## config.mk

```make
export PLATFORM = sky130hd
export DESIGN_NAME = sine_wave_analyzer
export DESIGN_NICKNAME = d
export VERILOG_FILES = /design/src/rtl/sine_wave_analyzer_pkg.sv /design/src/rtl/sine_wave_analyzer_idle_detect.sv /design/src/rtl/sine_wave_analyzer.sv
export SDC_FILE = /design/constraint.sdc
export NUM_CORES = 1
export LEC_CHECK = 0
export CORE_ASPECT_RATIO = 0.9
export CORE_MARGIN = 2
export CORE_UTILIZATION = 40
export CTS_CLUSTER_DIAMETER = 60
export DETAILED_ROUTE_END_ITERATION = 6
export PLACE_DENSITY = 0.56
export SLEW_MARGIN = 30
export SYNTH_ARGS = -nofsm -noshare
export SYNTH_HDL_FRONTEND = slang
export SYNTH_SLANG_ARGS = --single-unit
```

## constraint.sdc

```tcl
create_clock -name Clk -period 4.9 [get_ports Clk]
set_input_delay 1.225 -clock Clk [delete_from_list [all_inputs] [get_ports Clk]]
set_output_delay 1.225 -clock Clk [all_outputs]
set_load 0.05 [all_outputs]
```

## src/rtl/sine_wave_analyzer_pkg.sv

```systemverilog
// Shared definitions for the sine sample stream analyzer and its waveform source.
package sine_wave_analyzer_pkg;

   // Sample width produced by the waveform generator
   localparam int unsigned GEN_SAMPLE_W = 8;

   // Direction-tracking states
   typedef enum logic [1:0] {
      S_IDLE = 2'd0,
      S_RISE = 2'd1,
      S_FALL = 2'd2
   } wave_state_t;

endpackage

```

## src/rtl/sine_wave_analyzer_idle_detect.sv

```systemverilog
// Run-length detector: flags when IDLE_LIMIT consecutive valid samples are identical.
module wave_idle_detect
   import sine_wave_analyzer_pkg::*;
#(
   parameter int unsigned DATA_W     = GEN_SAMPLE_W,
   parameter int unsigned IDLE_LIMIT = 64
) (
   input  logic              Clk,
   input  logic              rst,
   input  logic [DATA_W-1:0] i_sample,
   input  logic              i_vld,
   output logic              o_idle_hit
);

   localparam int unsigned RUN_W = $clog2(IDLE_LIMIT + 1);

   logic [DATA_W-1:0] r_prev;
   logic              r_have_prev;
   logic [RUN_W-1:0]  r_run;

   logic              w_same;
   logic [RUN_W-1:0]  w_run_next;

   // Run length including the current sample; saturates at the limit so a
   // stream that stays flat keeps reporting the hit.
   always_comb begin
      w_same     = r_have_prev && (i_sample == r_prev);
      w_run_next = RUN_W'(1);
      if (w_same) begin
         if (r_run == RUN_W'(IDLE_LIMIT)) begin
            w_run_next = r_run;
         end else begin
            w_run_next = r_run + RUN_W'(1);
         end
      end
      o_idle_hit = i_vld && (w_run_next == RUN_W'(IDLE_LIMIT));
   end

   // Track the previous valid sample and the current run length
   always_ff @(posedge Clk) begin
      if (rst) begin
         r_prev      <= '0;
         r_have_prev <= 1'b0;
         r_run       <= '0;
      end else if (i_vld) begin
         r_prev      <= i_sample;
         r_have_prev <= 1'b1;
         r_run       <= w_run_next;
      end
   end

endmodule

```

## src/rtl/sine_wave_analyzer.sv

```systemverilog
// Receive side of the sine sample stream: direction tracking with hysteresis,
// per-cycle period/peak/trough measurement and flat-stream detection.
module sine_wave_analyzer
   import sine_wave_analyzer_pkg::*;
#(
   parameter int unsigned DATA_W     = GEN_SAMPLE_W,
   parameter int unsigned CNT_W      = 16,
   parameter int unsigned HYST       = 2,
   parameter int unsigned IDLE_LIMIT = 64
) (
   input  logic              Clk,
   input  logic              rst,
   input  logic [DATA_W-1:0] sample_in,
   input  logic              sample_vld,
   output logic [CNT_W-1:0]  period_out,
   output logic [DATA_W-1:0] peak_out,
   output logic [DATA_W-1:0] trough_out,
   output logic              period_ovf,
   output logic              meas_vld,
   output logic              rev_evt,
   output logic              dir_out,
   output logic              idle_out
);

   localparam int unsigned EXT_W = DATA_W + 1;

   // Architectural state
   wave_state_t       r_state;
   logic [DATA_W-1:0] r_last;
   logic              r_have_last;
   logic [DATA_W-1:0] r_max;
   logic [DATA_W-1:0] r_min;
   logic [DATA_W-1:0] r_peak_r;
   logic [CNT_W-1:0]  r_cnt;
   logic              r_sat;
   logic              r_have_ref;
   logic [CNT_W-1:0]  r_period;
   logic [DATA_W-1:0] r_peak;
   logic [DATA_W-1:0] r_trough;
   logic              r_ovf;
   logic              r_meas;
   logic              r_rev;
   logic              r_dir;
   logic              r_idle;

   // Next-state values
   wave_state_t       w_state_nxt;
   logic [DATA_W-1:0] w_last_nxt;
   logic              w_have_last_nxt;
   logic [DATA_W-1:0] w_max_nxt;
   logic [DATA_W-1:0] w_min_nxt;
   logic [DATA_W-1:0] w_peak_r_nxt;
   logic [CNT_W-1:0]  w_cnt_nxt;
   logic              w_sat_nxt;
   logic              w_have_ref_nxt;
   logic [CNT_W-1:0]  w_period_nxt;
   logic [DATA_W-1:0] w_peak_nxt;
   logic [DATA_W-1:0] w_trough_nxt;
   logic              w_ovf_nxt;
   logic              w_meas_nxt;
   logic              w_rev_nxt;
   logic              w_dir_nxt;
   logic              w_idle_nxt;

   // Helpers
   logic              w_idle_hit;
   logic [DATA_W-1:0] w_max_upd;
   logic [DATA_W-1:0] w_min_upd;
   logic [CNT_W-1:0]  w_cnt_inc;
   logic              w_sat_inc;
   logic [EXT_W-1:0]  w_s_ext;
   logic [EXT_W-1:0]  w_hyst;

   wave_idle_detect #(
      .DATA_W     (DATA_W),
      .IDLE_LIMIT (IDLE_LIMIT)
   ) u_idle_detect (
      .Clk        (Clk),
      .rst        (rst),
      .i_sample   (sample_in),
      .i_vld      (sample_vld),
      .o_idle_hit (w_idle_hit)
   );

   assign w_s_ext   = {1'b0, sample_in};
   assign w_hyst    = EXT_W'(HYST);
   assign w_max_upd = (sample_in > r_max) ? sample_in : r_max;
   assign w_min_upd = (sample_in < r_min) ? sample_in : r_min;
   assign w_cnt_inc = (r_cnt == '1) ? r_cnt : r_cnt + CNT_W'(1);
   assign w_sat_inc = (r_cnt == '1) ? 1'b1 : r_sat;

   // Next-state and output decode; nothing moves on a stalled cycle except
   // the single-cycle pulses, which always fall back to zero.
   always_comb begin
      w_state_nxt     = r_state;
      w_last_nxt      = r_last;
      w_have_last_nxt = r_have_last;
      w_max_nxt       = r_max;
      w_min_nxt       = r_min;
      w_peak_r_nxt    = r_peak_r;
      w_cnt_nxt       = r_cnt;
      w_sat_nxt       = r_sat;
      w_have_ref_nxt  = r_have_ref;
      w_period_nxt    = r_period;
      w_peak_nxt      = r_peak;
      w_trough_nxt    = r_trough;
      w_ovf_nxt       = r_ovf;
      w_meas_nxt      = 1'b0;
      w_rev_nxt       = 1'b0;
      w_dir_nxt       = r_dir;
      w_idle_nxt      = r_idle;

      if (sample_vld) begin
         if (w_idle_hit) begin
            // Flat stream wins over any reversal on this same sample
            w_state_nxt     = S_IDLE;
            w_idle_nxt      = 1'b1;
            w_have_ref_nxt  = 1'b0;
            w_cnt_nxt       = '0;
            w_sat_nxt       = 1'b0;
            w_last_nxt      = sample_in;
            w_have_last_nxt = 1'b1;
         end else begin
            unique case (r_state)
               S_IDLE: begin
                  w_last_nxt      = sample_in;
                  w_have_last_nxt = 1'b1;
                  if (r_have_last && (sample_in != r_last)) begin
                     w_state_nxt = (sample_in > r_last) ? S_RISE : S_FALL;
                     w_dir_nxt   = (sample_in > r_last);
                     w_max_nxt   = sample_in;
                     w_min_nxt   = sample_in;
                     w_idle_nxt  = 1'b0;
                  end
               end
               S_RISE: begin
                  w_cnt_nxt = w_cnt_inc;
                  w_sat_nxt = w_sat_inc;
                  w_max_nxt = w_max_upd;
                  if ((w_s_ext + w_hyst) <= {1'b0, w_max_upd}) begin
                     w_state_nxt  = S_FALL;
                     w_dir_nxt    = 1'b0;
                     w_peak_r_nxt = w_max_upd;
                     w_min_nxt    = sample_in;
                     w_rev_nxt    = 1'b1;
                  end
               end
               S_FALL: begin
                  w_min_nxt = w_min_upd;
                  if (w_s_ext >= ({1'b0, w_min_upd} + w_hyst)) begin
                     // Trough event: the count excludes this sample, which
                     // becomes the first sample of the next period.
                     w_state_nxt = S_RISE;
                     w_dir_nxt   = 1'b1;
                     w_max_nxt   = sample_in;
                     w_rev_nxt   = 1'b1;
                     if (r_have_ref) begin
                        w_period_nxt = r_cnt;
                        w_peak_nxt   = r_peak_r;
                        w_trough_nxt = w_min_upd;
                        w_ovf_nxt    = r_sat;
                        w_meas_nxt   = 1'b1;
                     end
                     w_have_ref_nxt = 1'b1;
                     w_cnt_nxt      = CNT_W'(1);
                     w_sat_nxt      = 1'b0;
                  end else begin
                     w_cnt_nxt = w_cnt_inc;
                     w_sat_nxt = w_sat_inc;
                  end
               end
               default: begin
                  w_state_nxt = S_IDLE;
               end
            endcase
         end
      end
   end

   // State and registered-output update with synchronous reset
   always_ff @(posedge Clk) begin
      if (rst) begin
         r_state     <= S_IDLE;
         r_last      <= '0;
         r_have_last <= 1'b0;
         r_max       <= '0;
         r_min       <= '0;
         r_peak_r    <= '0;
         r_cnt       <= '0;
         r_sat       <= 1'b0;
         r_have_ref  <= 1'b0;
         r_period    <= '0;
         r_peak      <= '0;
         r_trough    <= '0;
         r_ovf       <= 1'b0;
         r_meas      <= 1'b0;
         r_rev       <= 1'b0;
         r_dir       <= 1'b0;
         r_idle      <= 1'b0;
      end else begin
         r_state     <= w_state_nxt;
         r_last      <= w_last_nxt;
         r_have_last <= w_have_last_nxt;
         r_max       <= w_max_nxt;
         r_min       <= w_min_nxt;
         r_peak_r    <= w_peak_r_nxt;
         r_cnt       <= w_cnt_nxt;
         r_sat       <= w_sat_nxt;
         r_have_ref  <= w_have_ref_nxt;
         r_period    <= w_period_nxt;
         r_peak      <= w_peak_nxt;
         r_trough    <= w_trough_nxt;
         r_ovf       <= w_ovf_nxt;
         r_meas      <= w_meas_nxt;
         r_rev       <= w_rev_nxt;
         r_dir       <= w_dir_nxt;
         r_idle      <= w_idle_nxt;
      end
   end

   assign period_out = r_period;
   assign peak_out   = r_peak;
   assign trough_out = r_trough;
   assign period_ovf = r_ovf;
   assign meas_vld   = r_meas;
   assign rev_evt    = r_rev;
   assign dir_out    = r_dir;
   assign idle_out   = r_idle;

endmodule

```

# Yosys cells after proc, flatten, opt, wreduce, memory -nomap -nowiden
# Cells that the tools add are included.
word_totals:
  regBits: 106
  latchBits: 0
  mem_bits_rw: 0
  romBits: 0
  in_bits: 11
  output_inout_bits: 37
  wordCells: 108
  n_memories: 0
op_classes:
  add_sub_neg: 4
  mul: 0
  n_div: 0
  magnitude_cmp: 5
  eq_ne: 13
  shifts: 0
  mux: 40
  n_bitwise: 4
  n_reduce_logical: 22
ops:
  columns: ["operator", "n"]
  rows:
  - ["$mux W8", 7]
  - ["$mux W16", 3]
  - ["$pmux W8 S3", 2]
  - ["$pmux W16 S2", 1]
  - ["$add A8 B2 Y9 const B", 2]
  - ["$add A16 B1 Y16 const B", 1]
  - ["$eq A16 B16 Y1 const B", 1]
  - ["$gt A8 B8 Y1", 2]
  - ["$mux W1", 16]
  - ["$reduce_and A5 Y1", 3]
  - ["$eq A7 B7 Y1 const B", 2]
  - ["$mux W7", 2]
  - ["$mux W2", 5]
  - ["$ge A8 B9 Y1", 1]
  - ["$le A9 B8 Y1", 1]
  - ["$ne A3 B2 Y1 const B", 3]
  - ["$eq A8 B8 Y1", 1]
  - ["$lt A8 B8 Y1", 1]
  - ["$ne A8 B8 Y1", 1]
  - ["$reduce_and A4 Y1", 2]
  - ["$reduce_bool A2 Y1", 4]
  - ["$add A7 B1 Y7 const B", 1]
  - ["$ne A2 B2 Y1 const B", 3]
  - ["$pmux W2 S3", 1]
  - ["other kinds (13)", 22]

# Depth between registers and ports, before layout
# Gate-level depths: netlist of run 1.
depth:
  ltp_word: 7
  ltp_mapped: 23
  mapped_depth_nobuf: 19

# By module
# Synthesis of run 1 repeated with hierarchy kept, for this count alone.
hier_totals:
  cells_unflattened: 686
  area_unflattened_um2: 5938.2
by_module_without_submodules:
  columns: ["mod", "n_inst", "cells_each", "area_per_inst_um2", "seq_area_each_um2"]
  rows:
  - ["sine_wave_analyzer", 1, 576, 4994.8, 1801.7]
  - ["wave_idle_detect", 1, 110, 943.4, 320.3]

# Worst setup path after synthesis of run 1
# Ideal clock, no wire load.
synth_timing:
  path_type: "input-to-reg"
  from: "input sample_in[3]"
  to: "register r_peak_r[7]"
  setup_ns: 0.086
  arrival_ns: 4.755
  required_ns: 4.814
  slack_ns: 0.060
  path_stages: 16
  n_path_buf: 2
  cell_sequence: "ha_1 > a21o_1 > a21oi_1 > a21oi_1 > o21ai_0 > buf_1 > mux2_2 > ha_1 > nand4_1 > or2_2 > a21o_1 > or3b_1 > nor3b_4 > buf_4 > nor2_1 > a211oi_1"
synth_between:
  word_cells_on_any_way: 11
  classes_between: "add/sub (1); order compare (2); eq/ne (2); mux (2); bitwise (1); reduce/logical (3)"
synth_lines:
  columns: ["element", "line_no", "rtl"]
  rows:
  - ["start: declaration", "sine_wave_analyzer.sv:13", "input logic [DATA_W-1:0] sample_in,"]
  - ["$gt A8 B8 Y1", "sine_wave_analyzer.sv:87", "assign w_max_upd = (sample_in > r_max) ? sample_in : r_max;"]
  - ["$mux W8", "sine_wave_analyzer.sv:87", null]
  - ["named net w_max_upd[0]", "sine_wave_analyzer.sv:67", "logic [DATA_W-1:0] w_max_upd;"]
  - ["$le A9 B8 Y1", "sine_wave_analyzer.sv:140", "if ((w_s_ext + w_hyst) <= {1'b0, w_max_upd}) begin"]
  - ["$reduce_and A4 Y1 (no line)", null, null]
  - ["end signal: assignment", "sine_wave_analyzer.sv:206", "r_peak_r <= w_peak_r_nxt;"]
  - ["end: declaration", "sine_wave_analyzer.sv:33", "logic [DATA_W-1:0] r_peak_r;"]
# The timed path passes the listed nets, and every way through them passes these cells.
# A chain may end at the register's enable or synchronous reset.

# Worst setup path in the final report of run 1
layout_timing:
  from: "input sample_in[7]"
  to: "register r_peak_r[1]"
layout_between:
  elab_chain_cells: 7
  word_cells_on_any_way: 11
  classes_between: "add/sub (1); order compare (2); eq/ne (2); mux (2); bitwise (1); reduce/logical (3)"
layout_rtl:
  columns: ["element"]
  rows:
  - ["branches (longest 7 deep; another with $le A9 B8 Y1)"]
# Several ways; the timed one is not identified.

==> results_dict.tcl, run 1 <==
set metrics [dict create \
    slew_headroom_pct 35.6 \
    grt_pass1_wl_um 26800 \
    netlist_instances 745 \
    grt_pass1_vias 5223 \
    max_cap_violations 0 \
    detail-route-antenna-nets 0 \
    synth_edf_count 0 \
    vdd_ir_drop_max_mv 0.213 \
    clock_path_buffers 2 \
    fp-row-count 43 \
    die_h_um 122 \
    yosys_most_used_dff "dfxtp_1" \
    htree_levels 3 \
    drc 0 \
    cts_buffers 9 \
    grt_usage_pct 20.2 \
    synthArstFlopShare_pct 0 \
    whs_ns 0.456 \
    core_sq_mm 0.0152 \
    dr.pass1.iters 6 \
    criticalPathCategory "primary input to flip-flop" \
    hold_class "flip-flop to flip-flop" \
    die_w_um 135 \
    gr-usage-met3_pct 3.66 \
    cts_tree "done" \
    nets 900 \
    final_util_pct 52.4 \
    grt_overflow 0 \
    hold_violations 0 \
    post-route-period-util_pct 99.7 \
    crit_fanout 6 \
    clk_pin_slew_ns 0.07 \
    wl_per_cell_um 16.1 \
    syn2layout_area_growth_pct 29.3 \
    clock-sinks 106 \
    cp-start-kind "primary input" \
    num_io_pins 48 \
    arrival_ns 5.11 \
    grt_max_degree 54 \
    pre_cts_ws_ns -0.569 \
    busiest_layer "met2" \
    maxSlewViolCount 0 \
    synthDistinctLibCells 66 \
    routed_wl_um 16900 \
    timing.final.ws_setup_ns 0.0158 \
    required_ns 5.13 \
    place.gp.congestion 0.796 \
    drive_above_1_share_pct 18.2 \
    dieArea_sq_mm 0.0164 \
    dr_total_vias 5753 \
    setup_viol_count_final 0 \
    clock_latency_ns 0.36 \
    drt-initial-drc-count 407 \
    holdBufCountCts 0 \
    initial_core_util_pct 40.5 \
    fmax_ghz 0.205 \
    finalPower_uw 2510 \
    syn_area_sq_mm 0.00617 \
    ys_seq_area_share_pct 34.4 \
    placed_cell_area_sq_mm 0.00711 \
    io_buffers 47 \
    syn_nets 804 \
    syn_avg_cell_area_sq_um 8.28 \
    viasPerCell 5.49 \
    tightest_slew_ns 0.965 \
    min_period_ns 4.88 \
    status "completed" \
    cp-end-kind "flip-flop" \
    stdcell_area_sq_mm 0.00798 \
    grt_use_met1_pct 29.0 \
    skew_ns 0.00654 \
    met2_usage_pct 31.2 \
    dpl.hpwl_um 11500 \
    yosys_warnings 0 \
    synth-seq-cells 106 \
    antenna_cells 0 \
    leakage_uw 0.00294 \
    pwr_density_cell_mw_per_mm2 315 \
    antenna_found_initial 0 \
    root_buffer "clkbuf_16" \
]
==> sequential cells by signal (all words and copies together), names as in the netlist, 2 cells and up <==
signal                cells
r_last                    8
period_out               16
peak_out                  8
r_min                     8
r_cnt                    16
u_idle_detect.r_prev      8
r_peak_r                  8
trough_out                8
r_max                     8
r_state                   2
u_idle_detect.r_run       7
==> metrics by stage <==
stage / TNS (ns) / std cells
2_1_floorplan: 0 / 745
3_3_place_gp: -21.13 / 999
3_5_place_dp: -23.58 / 999
4_1_cts: 0 / 1018
5_1_grt: -0.178 / 1048
6_report: 0 / 1048
==> kinds of logic (layout without fill, tap and decap cells) <==
kind of cell             Yosys count  after routing  share of synthesized area [%]
AO/OA/AOI/OAI                    200            200                           20.3
XOR/XNOR                          19             19                           2.70
multiplexers                      27             27                           4.62
flip-flops                       106            106                           34.4
buffers and inverters             79            180                           5.35
adder cells (fa/ha/maj)           48             48                           9.73
AND/OR/NAND/NOR                  266            266                           22.9
==> layer usage <==
metal	share of wire (%)	up-vias	wire length, um
met5	0	-	0
li1	-	2894	-
met3	3.9	27	659
met4	1.8	0	303
met2	45	125	7570
met1	49	2707	8320
==> Yosys cell counts, drive strengths merged, types with 2 or more instances <==
cell type,count,area [sq um]
o21ai,61,305
o41ai,3,33.8
a21oi,74,370
mux2i,25,263
nor3,26,135
buf,18,101
or4,2,15.0
and3,7,43.8
a21o,4,30.0
nand3b,17,128
nand2b,28,175
nand4b,3,26.3
inv,31,116
nand4,12,75.1
o211ai,6,50.1
a211oi,15,125
nand2,42,158
a311oi,4,35.0
nor2b,5,31.3
and2,5,31.3
dfxtp,106,2120
mux2,2,22.5
o2111ai,2,17.5
and4,6,55.1
a41oi,4,35.0
a2111oi,3,38.8
a31oi,10,77.6
nor2,54,203
clkbuf,30,113
or3,2,12.5
nand3,49,245
xnor2,15,131
xor2,4,35.0
nor3b,3,33.8
a21boi,2,26.3
o211a,2,20.0
ha,48,601
==> area by class of cell <==
cell class | count | area [sq um]
clock buffer | 10 | 239
clock inverter | 6 | 47.5
fill | 1418 | 7250
inverter | 31 | 116
multi-input combinational | 560 | 3960
sequential | 106 | 2120
tap | 202 | 253
timing repair buffer | 133 | 1240
==> worst max-delay path, cell delays in order <==
cell and delay (ns):
clkdlybuf4s50_1 0.45, buf_6 0.15, ha_1 0.30, nand3_2 0.14, nor2_2 0.14, nand3_2 0.09, o21ai_4 0.10, buf_8 0.18
mux2i_4 0.29, ha_4 0.25, a211oi_2 0.24, nand2_1 0.08, o211a_1 0.26, or3b_4 0.42, nor3b_4 0.37, clkbuf_16 0.22
buf_4 0.13, a211oi_1 0.07
==> layout by cell type (no fill, tap or decap), types with 28 or more instances in the layout <==
master           count
dfxtp_1            106
a21oi_1             71
buf_4               68
nor2_1              52
o21ai_0             48
nand3_1             46
ha_1                46
nand2_1             41
clkdlybuf4s50_1     40
inv_1               31
nand2b_1            28
==> report_power, final <==
part / leakage [uW] / total, uW / internal (uW) / switching [uW]
Combinational: 0.00194 / 830 / 376 / 454
Clock: 0.000140 / 720 / 365 / 355
Sequential: 0.000860 / 959 / 912 / 46.9
==> final timing paths <==
kind,start,end,slack (ns),cells past startpoint
setup / recovery,sample_in[7],r_peak_r[1],0.02,18
hold reg to reg,r_have_last,r_have_last,0.46,2
setup reg to reg,r_max[3],r_peak_r[1],0.88,17
hold / removal,r_have_last,r_have_last,0.46,2
==> timing repair <==
| item | 4_1_cts | 5_1_grt |
|---|---|---|
| cloned | 1 | 1 |
| setup buffers | 2 | 29 |
| gates resized for setup | 7 | 65 |
| pin swaps | 1 | 13 |
| endpoints found under the setup margin | 11 | 79 |
(Power assumes the default switching activity.)
==> run 2, diff against run 1 <==
- CORE_ASPECT_RATIO: 0.9 -> 0.8
==> results_dict.tcl, run 2 (synthesis gave the netlist of run 1 again) <==
set metrics [dict create \
    status "completed" \
    dieArea_sq_mm 0.0164 \
    antenna_found_initial 0 \
    arrival_ns 5.04 \
    drt-initial-drc-count 396 \
    max_cap_violations 0 \
    p_int_uw 1620 \
    root_buffer "clkbuf_16" \
    critPathTopFamily "simple AND/OR/NAND/NOR gates" \
    required_ns 5.17 \
    criticalPathCategory "primary input to flip-flop" \
    grt_max_degree 117 \
    setup_tns_ns 0 \
    drc 0 \
    viasPerCell 5.46 \
    hold_path_depth 2 \
    leakage_uw 0.00280 \
    maxSlewViolCount 0 \
    timing.final.ws_setup_ns 0.137 \
    cp_common_cell "buf_6" \
    cts_tree "done" \
    cp.depth 19 \
    grt_pass1_wl_um 27700 \
    seqPwrFrac_pct 38.7 \
    dr.pass1.iters 5 \
    r2r_setup_slack_ns 1.00 \
    nets 877 \
    htree_levels 3 \
    io_buffers 47 \
    fmax_ghz 0.210 \
    skew_ns 0.00760 \
    final_common_cell "dfxtp_1" \
    stdcell_area_sq_mm 0.00773 \
    antenna_cells 0 \
    clk_pin_slew_ns 0.07 \
    max_stage_delay_ns 0.43 \
    slew_headroom_pct 35.8 \
    place.gp.congestion 0.837 \
    grt_usage_pct 21.1 \
    hold_class "flip-flop to flip-flop" \
    dr_total_vias 5636 \
    core_sq_mm 0.0151 \
    wl_per_cell_um 16.1 \
    setup_viol_count_final 0 \
    p_comb_share_pct 32.5 \
    routed_wl_um 16600 \
    cts_buffers 9 \
    drive_above_1_share_pct 15.2 \
    cpMaxStageDelayCell "clkdlybuf4s50_1" \
    grt_pass1_vias 5341 \
    hold_violations 0 \
    cp-start-kind "primary input" \
    min_period_ns 4.76 \
    final_cell_mix "dfxtp_1, a21oi_1, nor2_1" \
    tightest_slew_ns 0.956 \
    crit_buf_inv 5 \
    die_w_um 143 \
    placed_cell_area_sq_mm 0.00714 \
    rsz0062_at_grt "yes" \
    detail-route-antenna-nets 0 \
    initial_core_util_pct 41.0 \
    cp-end-kind "flip-flop" \
    post-route-period-util_pct 97.2 \
    power.share.clock_pct 28.8 \
    clock-sinks 106 \
    crit_fanout 6 \
    vdd_ir_drop_max_mv 0.195 \
    grt_overflow 0 \
    pwr_density_cell_mw_per_mm2 319 \
    syn2layout_area_growth_pct 25.3 \
    die_h_um 115 \
    rr_worst_depth 18 \
    clock_path_buffers 2 \
    pre_cts_ws_ns -0.696 \
    dpl.hpwl_um 11700 \
    clock_latency_ns 0.36 \
    crit_chain "clkdlybuf4s50_1, buf_4, ha_4, nand3_2, o21bai_1, a21oi_2, o21ai_2, buf_6, mux2i_4, ha_1, nand4_1, or2_4, a21o_1, or3b_4, nor3b_4, buf_6, buf_16, nor2_1, a211oi_1" \
    num_io_pins 48 \
    switching_share_pct 34.3 \
    p_sw_uw 846 \
    fp-row-count 40 \
]
[run 2: cell types whose count changed in the layout (fill, tap and decap cells not counted), moves of 2 or more]
cell | before | now
a211oi_1 | 7 | 12
a211oi_2 | 7 | 2
buf_4 | 68 | 49
inv_6 | 3 | 1
inv_8 | 0 | 2
o21ai_2 | 1 | 4
[run 2: worst reg2reg max path, delay by kind of cell (launching register included)]
family	cells	cell delay, ns
adder cells (fa/ha/maj)	2	0.46
multiplexers	1	0.29
AND/OR/NAND/NOR	4	0.82
buffers and inverters	4	0.57
AO/OA/AOI/OAI	7	1.30
flip-flops	1	0.39
[run 2: per-stage QoR]
step	hold WS, ns	instances	power [uW]	util, %
after CTS	0.453	1030	2450	50.2
after detailed placement	0.438	1008	1690	47.4
after global routing	0.485	1033	2610	51.3
after floorplan	0.422	745	1430	-
final	0.451	1033	2470	51.3
after global placement	0.431	1008	1670	47.3
[run 2: worst paths after layout]
| check | start | to |
|---|---|---|
| worst max register to register | r_max[3] | r_peak_r[3] |
| worst max-delay path | sample_in[4] | r_peak_r[3] |
| worst min register to register | r_have_last | r_have_last |
| worst min-delay path | r_have_last | r_have_last |
[run 2: cell type report]
class | instances | area [sq um]
Clock buffer | 9 | 225
Multi-Input combinational cell | 560 | 3890
Inverter | 31 | 116
Tap cell | 210 | 263
Clock inverter | 7 | 61.3
Sequential cell | 106 | 2120
Fill cell | 1402 | 7330
Timing Repair Buffer | 110 | 1060
[run 2: repair_timing]
action / 4_1_cts / 5_1_grt
hold buffers: 0 / 0
setup buffers: 4 / 3
pin swaps: 1 / 9
resized for setup: 18 / 42
setup endpoints to repair: 62 / 76
gates cloned: 2 / 0
[run 2: metal layers]
metal	routed length (um)	vias up	GRT usage, %
li1	-	2847	-
met1	8630	2665	30.9
met2	7110	111	31.9
met3	715	13	4.87
met4	172	0	4.16
met5	0	-	0
[run 2: power by group through the flow]
stage	combinational (uW)	sequential, uW	clock (uW)
2_1_floorplan	460	968	0
3_3_place_gp	695	971	0
3_5_place_dp	713	973	0
4_1_cts	758	954	735
5_1_grt	880	963	767
6_report	802	956	712
